`src/rtl/adder_stream_pkg.sv`:
```
// Shared types and helpers for the chunked streaming adder.
// Payload fields are sized to MAX_W so one type serves any WIDTH.
package adder_stream_pkg;

  localparam int MAX_W = 64;

  typedef struct packed {
    logic [MAX_W-1:0] lo_sum;
    logic [MAX_W-1:0] hi_a;
    logic [MAX_W-1:0] hi_b;
    logic             carry;
    logic             valid;
  } stage_pl_t;

  function automatic int chunk_w(int w, int s);
    return (s < 1) ? w : w / s;
  endfunction

  function automatic bit params_ok(int w, int s);
    if (s < 1 || w < 1 || w > MAX_W) return 1'b0;
    return (w % s) == 0;
  endfunction

endpackage

```
`src/rtl/adder_chunk_stage.sv`:
```
// One CW-bit slice of the adder plus its payload register.
// Operands shift down so the live chunk always sits at bit 0.
module adder_chunk_stage
  import adder_stream_pkg::*;
#(
  parameter int CW = 8,
  parameter int W  = 32
) (
  input  logic      clk,
  input  logic      rst_n,
  input  logic      en,
  input  stage_pl_t d,
  output stage_pl_t q
);

  logic [CW:0] add;
  stage_pl_t   nxt;

  // chunk add with the carry handed over from the previous slice
  always_comb begin
    add = {1'b0, d.hi_a[CW-1:0]}
        + {1'b0, d.hi_b[CW-1:0]}
        + (CW+1)'(d.carry);
  end

  // new sum bits enter at the top; lower sum drifts down
  always_comb begin
    nxt        = d;
    nxt.lo_sum = (d.lo_sum >> CW)
               | (MAX_W'(add[CW-1:0]) << (W - CW));
    nxt.hi_a   = d.hi_a >> CW;
    nxt.hi_b   = d.hi_b >> CW;
    nxt.carry  = add[CW];
  end

  // payload register, frozen while the pipe stalls
  always_ff @(posedge clk or negedge rst_n) begin
    if (!rst_n) begin
      q <= '0;
    end else if (en) begin
      q <= nxt;
    end
  end

endmodule

```
`src/rtl/adder_stream_pipe.sv`:
```
// Valid/ready streaming adder split into STAGES carry-registered slices.
// The stall is global: every slice holds when the output is blocked.
module adder_stream_pipe
  import adder_stream_pkg::*;
#(
  parameter int WIDTH  = 32,
  parameter int STAGES = 4,
  parameter int CNT_W  = 16
) (
  input  logic             clk,
  input  logic             rst_n,
  input  logic             in_valid,
  output logic             in_ready,
  input  logic [WIDTH-1:0] in_a,
  input  logic [WIDTH-1:0] in_b,
  input  logic             in_cin,
  output logic             out_valid,
  input  logic             out_ready,
  output logic [WIDTH-1:0] out_sum,
  output logic             out_cout,
  output logic [CNT_W-1:0] txn_count
);

  localparam int CW = chunk_w(WIDTH, STAGES);

  if (!params_ok(WIDTH, STAGES)) begin : g_bad_params
    $fatal(1, "adder_stream_pipe: bad WIDTH/STAGES");
  end

  stage_pl_t                stage_in;
  stage_pl_t [STAGES-1:0]   stage_q;
  logic                     advance;
  logic                     unused_tail;

  assign out_valid   = stage_q[STAGES-1].valid;
  assign advance     = !out_valid || out_ready;
  assign in_ready    = advance;
  assign out_sum     = stage_q[STAGES-1].lo_sum[WIDTH-1:0];
  assign out_cout    = stage_q[STAGES-1].carry;
  assign unused_tail = ^stage_q[STAGES-1];

  // slice 0 payload straight from the input port
  always_comb begin
    stage_in       = '0;
    stage_in.hi_a  = MAX_W'(in_a);
    stage_in.hi_b  = MAX_W'(in_b);
    stage_in.carry = in_cin;
    stage_in.valid = in_valid && in_ready;
  end

  for (genvar k = 0; k < STAGES; k++) begin : g_stage
    stage_pl_t d_k;
    if (k == 0) begin : g_first
      assign d_k = stage_in;
    end else begin : g_next
      assign d_k = stage_q[k-1];
    end
    adder_chunk_stage #(
      .CW (CW),
      .W  (WIDTH)
    ) u_stage (
      .clk   (clk),
      .rst_n (rst_n),
      .en    (advance),
      .d     (d_k),
      .q     (stage_q[k])
    );
  end

  // completed output handshakes, wrapping silently
  always_ff @(posedge clk or negedge rst_n) begin
    if (!rst_n) begin
      txn_count <= '0;
    end else if (out_valid && out_ready) begin
      txn_count <= txn_count + CNT_W'(1);
    end
  end

endmodule

```
`config.mk`:
```
export PLATFORM = sky130hd
export DESIGN_NAME = adder_stream_pipe
export DESIGN_NICKNAME = d
export VERILOG_FILES = /design/src/rtl/adder_stream_pkg.sv /design/src/rtl/adder_chunk_stage.sv /design/src/rtl/adder_stream_pipe.sv
export SDC_FILE = /design/constraint.sdc
export NUM_CORES = 1
export LEC_CHECK = 0
export BUFFER_PORTS_ARGS = -buffer_cell sky130_fd_sc_hd__buf_2
export CAP_MARGIN = 5
export CORE_MARGIN = 1
export CORE_UTILIZATION = 55
export DETAILED_ROUTE_END_ITERATION = 8
export PLACE_DENSITY = 0.77
export SYNTH_ARGS = -nofsm -noshare
export SYNTH_HDL_FRONTEND = slang
export SYNTH_SLANG_ARGS = --single-unit
```
`constraint.sdc`:
```
create_clock -name clk -period 4 [get_ports clk]
set_input_delay 1 -clock clk [delete_from_list [all_inputs] [get_ports clk]]
set_output_delay 1 -clock clk [all_outputs]
set_load 0.005 [all_outputs]
```
# ---- Word-level counts from Yosys, hierarchy flattened
# Cells that the tools add are included.
dict set report op_classes {
  n_addsub 9
  multipliers 0
  n_div 0
  n_lt_le_gt_ge 0
  eq_ne 0
  shifts 0
  muxes 0
  bitwise_logic 3
  reduce_logical 4
}
# op n
set op_table {}
lappend op_table {{$or A24 B32 Y32} 2}
lappend op_table {{$add A8 B8 Y9} 4}
lappend op_table {{$add A9 B1 Y9} 4}
lappend op_table {{$or A32 B32 Y32} 1}
lappend op_table {{$add A16 B1 Y16 const B} 1}
lappend op_table {{$logic_and A1 B1 Y1} 2}
lappend op_table {{$logic_not A1 Y1} 1}
lappend op_table {{$logic_or A1 B1 Y1} 1}
dict set report word_totals {
  regBits 232
  latchBits 0
  mem_bits_rw 0
  mem_bits_ro 0
  out_inout_bits 51
  memories 0
}

# ---- Depth between registers and ports, before layout
dict set report depth {
  depth_word 3
  depth_mapped 8
  mapped_depth_nobuf 8
}

# ---- Modules after synthesis
# A second synthesis with hierarchy kept.
dict set report hier_totals {
  hier_cells 1815
  area_unflattened_um2 28029.4
}
# module n_inst cells_per_inst area_per_inst_um2
set by_module_without_submodules {}
lappend by_module_without_submodules {{adder_chunk_stage (g_stage[0].u_stage ...)} 3 439 6825.3}
lappend by_module_without_submodules {{adder_chunk_stage (g_stage[1].u_stage)} 1 439 6820.3}
lappend by_module_without_submodules {adder_stream_pipe 1 59 733.2}

# ---- Least setup slack after synthesis
# Ideal clock, no wire load.
dict set report synth_timing {
  path_kind {input port to flip-flop}
  start {input in_a[0]}
  end {register g_stage[0].u_stage.q[160] in the netlist's numbering}
  setup_ns 0.064
  arrival_time_ns 2.643
  path_slack_ns 1.293
  stages 8
  n_path_buf 0
  cell_sequence {fa_1 > inv_1 > fa_1 > nor2b_4 > o31a_1 > o311a_1 > a211oi_1 > a21o_1}
}
dict set report synth_between {
  elab_chain_len 2
}
# item line_no
set synth_lines {}
lappend synth_lines {{start, declared} adder_stream_pipe.sv:14} ;# input logic [WIDTH-1:0] in_a,
lappend synth_lines {{$add A8 B8 Y9} adder_chunk_stage.sv:22} ;# + {1'b0, d.hi_b[CW-1:0]}
lappend synth_lines {{$add A9 B1 Y9} adder_chunk_stage.sv:23} ;# + (CW+1)'(d.carry);
lappend synth_lines {{end signal, assigned} adder_chunk_stage.sv:41} ;# q <= nxt;
lappend synth_lines {{end, declared} adder_chunk_stage.sv:13} ;# output stage_pl_t q
# No other way between the ends.
# A chain may end at the register's enable or synchronous reset.

# ---- Worst setup path in the final report
dict set report layout_timing {
  start {input in_a[0]}
  end {register g_stage[0].u_stage.q[1] in the netlist's numbering}
}
# The elaborated chain is that of the path after synthesis.

==> impl_results.md <==
- Status: finished, final reports clean
- Initial antenna violation count: 0
- Hold Path Class: reg2reg
- Top Ports: 120
- Switching part of the total power: 34.61%
- Dpl hpwl: 10,060 um
- Clock buffer count from CTS: 17
- Iteration-0 DRC Markers: 334
- Wire length of the first global-routing pass: 26,660 um
- Sequential Area: 0.005005 mm2
- GRT Util Overall: 20.50%
- Asr flop ratio synth: 100.0%
- Vias per inst: 4.931
- Synthesized area: 0.008728 mm2
- Max-cap viol count: 0
- Worst Hold Depth: 1
- Ys flop type: dfrtp_1
- Syn_area_per_cell: 9.168 um2
- Main combinational cell family by area after synthesis: simple AND/OR/NAND/NOR gates
- Core area: 0.01537 mm2
- Critical path's most frequent cell: fa_1
- Post-CTS resize count: 0
- Hold_sp: g_stage[2].u_stage.q[0]
- Starting Density: 56.78%
- Synth Area in Compound Gates: 6.551%
- Combinational power share: 33.7%
- Hold EP: g_stage[3].u_stage.q[0]
- Number of synthesized flops with an enable pin: 0
- Seq/Total Area, Yosys: 57.34%
- Setup crit end kind: flop
- Placer Congestion: 0.8406
- Worst r2r src: g_stage[2].u_stage.q[1]
- Total Die Area: 0.01638 mm2
- Yosys top cell by area: dfrtp_1
- H-tree Lvls: 4
- Share of layout cells above drive strength 1: 15.38%
- Adder-Cell Fraction of Synth Area: 5.992%
- Antenna Violating Nets Remaining: 0
- CTS tree: built
- Die H: 128.0 um
- Final Hold Fails: 0
- CTS hold repair buffers: 0
- Worst-Skew Late Latency: 420 ps
- Crit-path max cell delay: 490 ps
- Clock power frac: 22.3%
- Syn. warnings: 0
- Layout Utilization: 65.68%
- Arr. time, crit path: 2830 ps
- CP delay by family, top: compound AO/OA/AOI/OAI gates
- Fin Setup TNS: 0 ps
- Worst setup SP type: input port
- Hold_ws: 458.0 ps
- Total Wirelength: 15,370 um
- Met3 global-route usage: 3.673%
- P_leak: 5.369 nW
- Slowest CP cell: fa_1
- Sw power: 2.626 mW
- Pwr dens: 751.4 mW/mm2
- Final period util: 63.97%
- Finish-stage setup viols: 0
- Post-CTS Setup Inserts: 0
- Chip width: 128.0 um
- Met1 usage: 26.85%
- DRT Pass-1 Iters: 4
- Row count: 45
- Ant diodes: 0
- Area grow syn2layout: 15.67%
- Fillers: 1,290
- Clock root cell: clkbuf_16
- GRT overflow: 0
- Drt drc: 0
- RSZ-0062 raised after global routing: false
- Sequential share of power: 44.0%
- Gr busiest metal: met2
- Met2 GRT Util: 33.98%
- Total power: 7.587 mW
- Via count: 6,297
- Number of port buffers: 119
- Post-synth top area share: 57.34%
- Area contributors post-synth: dfrtp_1 (57%), nand2_1 (21%), ha_1 (4.2%)
- Wire length per cell: 12.03 um
- Synth Area in Simple Gates: 24.28%
- Reg clk slew, reported paths: 60 ps
- FF+latch count, synth: 200
- Final critical-path required period: 2559 ps
- Worst EP required: 4270 ps
- R2r worst-path depth: 7
- R2r setup slk: 1710 ps
- Clock Sinks: 200
- Worst Tran Pin Value: 870.8 ps
- Internal power: 4.961 mW
- Mux cell area share after synthesis: 0.1290%
- Vias in the first global route: 5,917
- Mapped Cells: 952
- Xor/xnor cell area share of the yosys netlist: 3.010%
- CP max FO: 3
- Final clock skew: 6.559 ps
- CP Cell Sequence: buf_2, fa_1, inv_1, fa_1, nor2b_4, o31a_1, o311a_1, o21ai_0, a31oi_1
- Largest net degree at the start of global routing: 191
- Crit Path Class: in2reg
- Clock Tree Buf Depth: 2
- Syn_nets: 1,058
- Nets: 1,160
- Worst vdd ir: 0.0005691 V
- WP buf/inv: 2
- Fmax: 390.8 MHz
- Synth cell types: 41
- Final Max Tran Viols: 0
- Slew HR: 41.94%
- Worst r2r dst: g_stage[3].u_stage.q[160]
- Multi-input logic area: 0.003496 mm2
[worst register-to-register path: stages (launching register included)]
cell and delay, ps:
dfrtp_1 420, fa_1 510, fa_1 430, a21oi_1 200, o211ai_1 130, a21oi_1 210
xor2_1 160, o21ai_0 80
[state kept, by name (all words and copies together) (netlist names)]
name / cells
txn_count: 16
g_stage.u_stage.q: 184
[area by class of cell]
| cell class | count | area share [%] |
|---|---|---|
| Timing Repair Buffer | 124 | 6.729 |
| Tap cell | 211 | 2.615 |
| Sequential cell | 200 | 49.57 |
| Clock buffer | 25 | 5.007 |
| Inverter | 14 | 0.5701 |
| Multi-Input combinational cell | 697 | 34.63 |
| Clock inverter | 6 | 0.8799 |
[layout by cell type, fill, tap and decap left out, drive strengths merged, types with 4 or more instances in the layout]
| cell | Yosys | routed |
|---|---|---|
| a211oi | 12 | 12 |
| a21o | 8 | 8 |
| a21oi | 15 | 15 |
| a31oi | 5 | 5 |
| buf | 23 | 123 |
| clkbuf | 18 | 26 |
| dfrtp | 200 | 200 |
| fa | 8 | 8 |
| ha | 29 | 29 |
| inv | 14 | 14 |
| nand2 | 479 | 479 |
| nand3 | 7 | 7 |
| nor2 | 20 | 20 |
| nor2b | 5 | 5 |
| nor3 | 9 | 9 |
| o21ai | 40 | 40 |
| or3 | 4 | 4 |
| xnor2 | 13 | 13 |
| xor2 | 17 | 17 |
[through the flow]
stage	area [um2]	setup slack [ps]	std cells
4_1_cts	10100	1479	1277
2_1_floorplan	8728	1293	952
3_5_place_dp	9502	1052	1246
6_report	10100	1441	1277
3_3_place_gp	9502	1078	1246
5_1_grt	10100	1358	1277
[worst max-delay path by stage]
| stage | from | end | slack, ps | cells after the start |
|---|---|---|---|---|
| finish | in_a[0] | g_stage[0].u_stage.q[1] | 1440 | 9 |
| CTS | in_a[0] | g_stage[0].u_stage.q[1] | 1480 | 9 |
| floorplan | in_a[0] | g_stage[0].u_stage.q[160] | 1290 | 8 |
| global placement | in_a[0] | g_stage[0].u_stage.q[1] | 1080 | 9 |
| detailed placement | in_a[0] | g_stage[0].u_stage.q[1] | 1050 | 9 |
| global route | in_a[0] | g_stage[0].u_stage.q[1] | 1360 | 9 |
[power groups by stage]
stage	Clock, mW	Sequential [mW]	Combinational [mW]
2_1_floorplan	0	3.29	1.91
3_3_place_gp	0	3.34	2.50
3_5_place_dp	0	3.38	2.59
4_1_cts	1.73	3.35	2.61
5_1_grt	1.82	3.45	3.00
6_report	1.69	3.34	2.56
[Yosys cell counts (12+ instances only)]
master      n
xor2_1     17
o21ai_0    40
buf_2      20
a21oi_1    15
clkbuf_1   18
dfrtp_1   200
inv_1      13
xnor2_1    13
nand2_1   479
a211oi_1   12
nor2_1     20
ha_1       29
[routing by layer]
metal,up-vias,part of all wire (%)
met5,-,0
met4,0,1.4
met3,18,3.4
met2,116,48
met1,2923,47
li1,3240,-
[logic make-up after synthesis]
family                   after synthesis
AO/OA/AOI/OAI                         94
XOR/XNOR                              30
adder cells (fa/ha/maj)               37
buffers and inverters                 55
flip-flops                           200
multiplexers                           1
AND/OR/NAND/NOR                      535
Note: power is estimated with default switching activity, not from simulation.
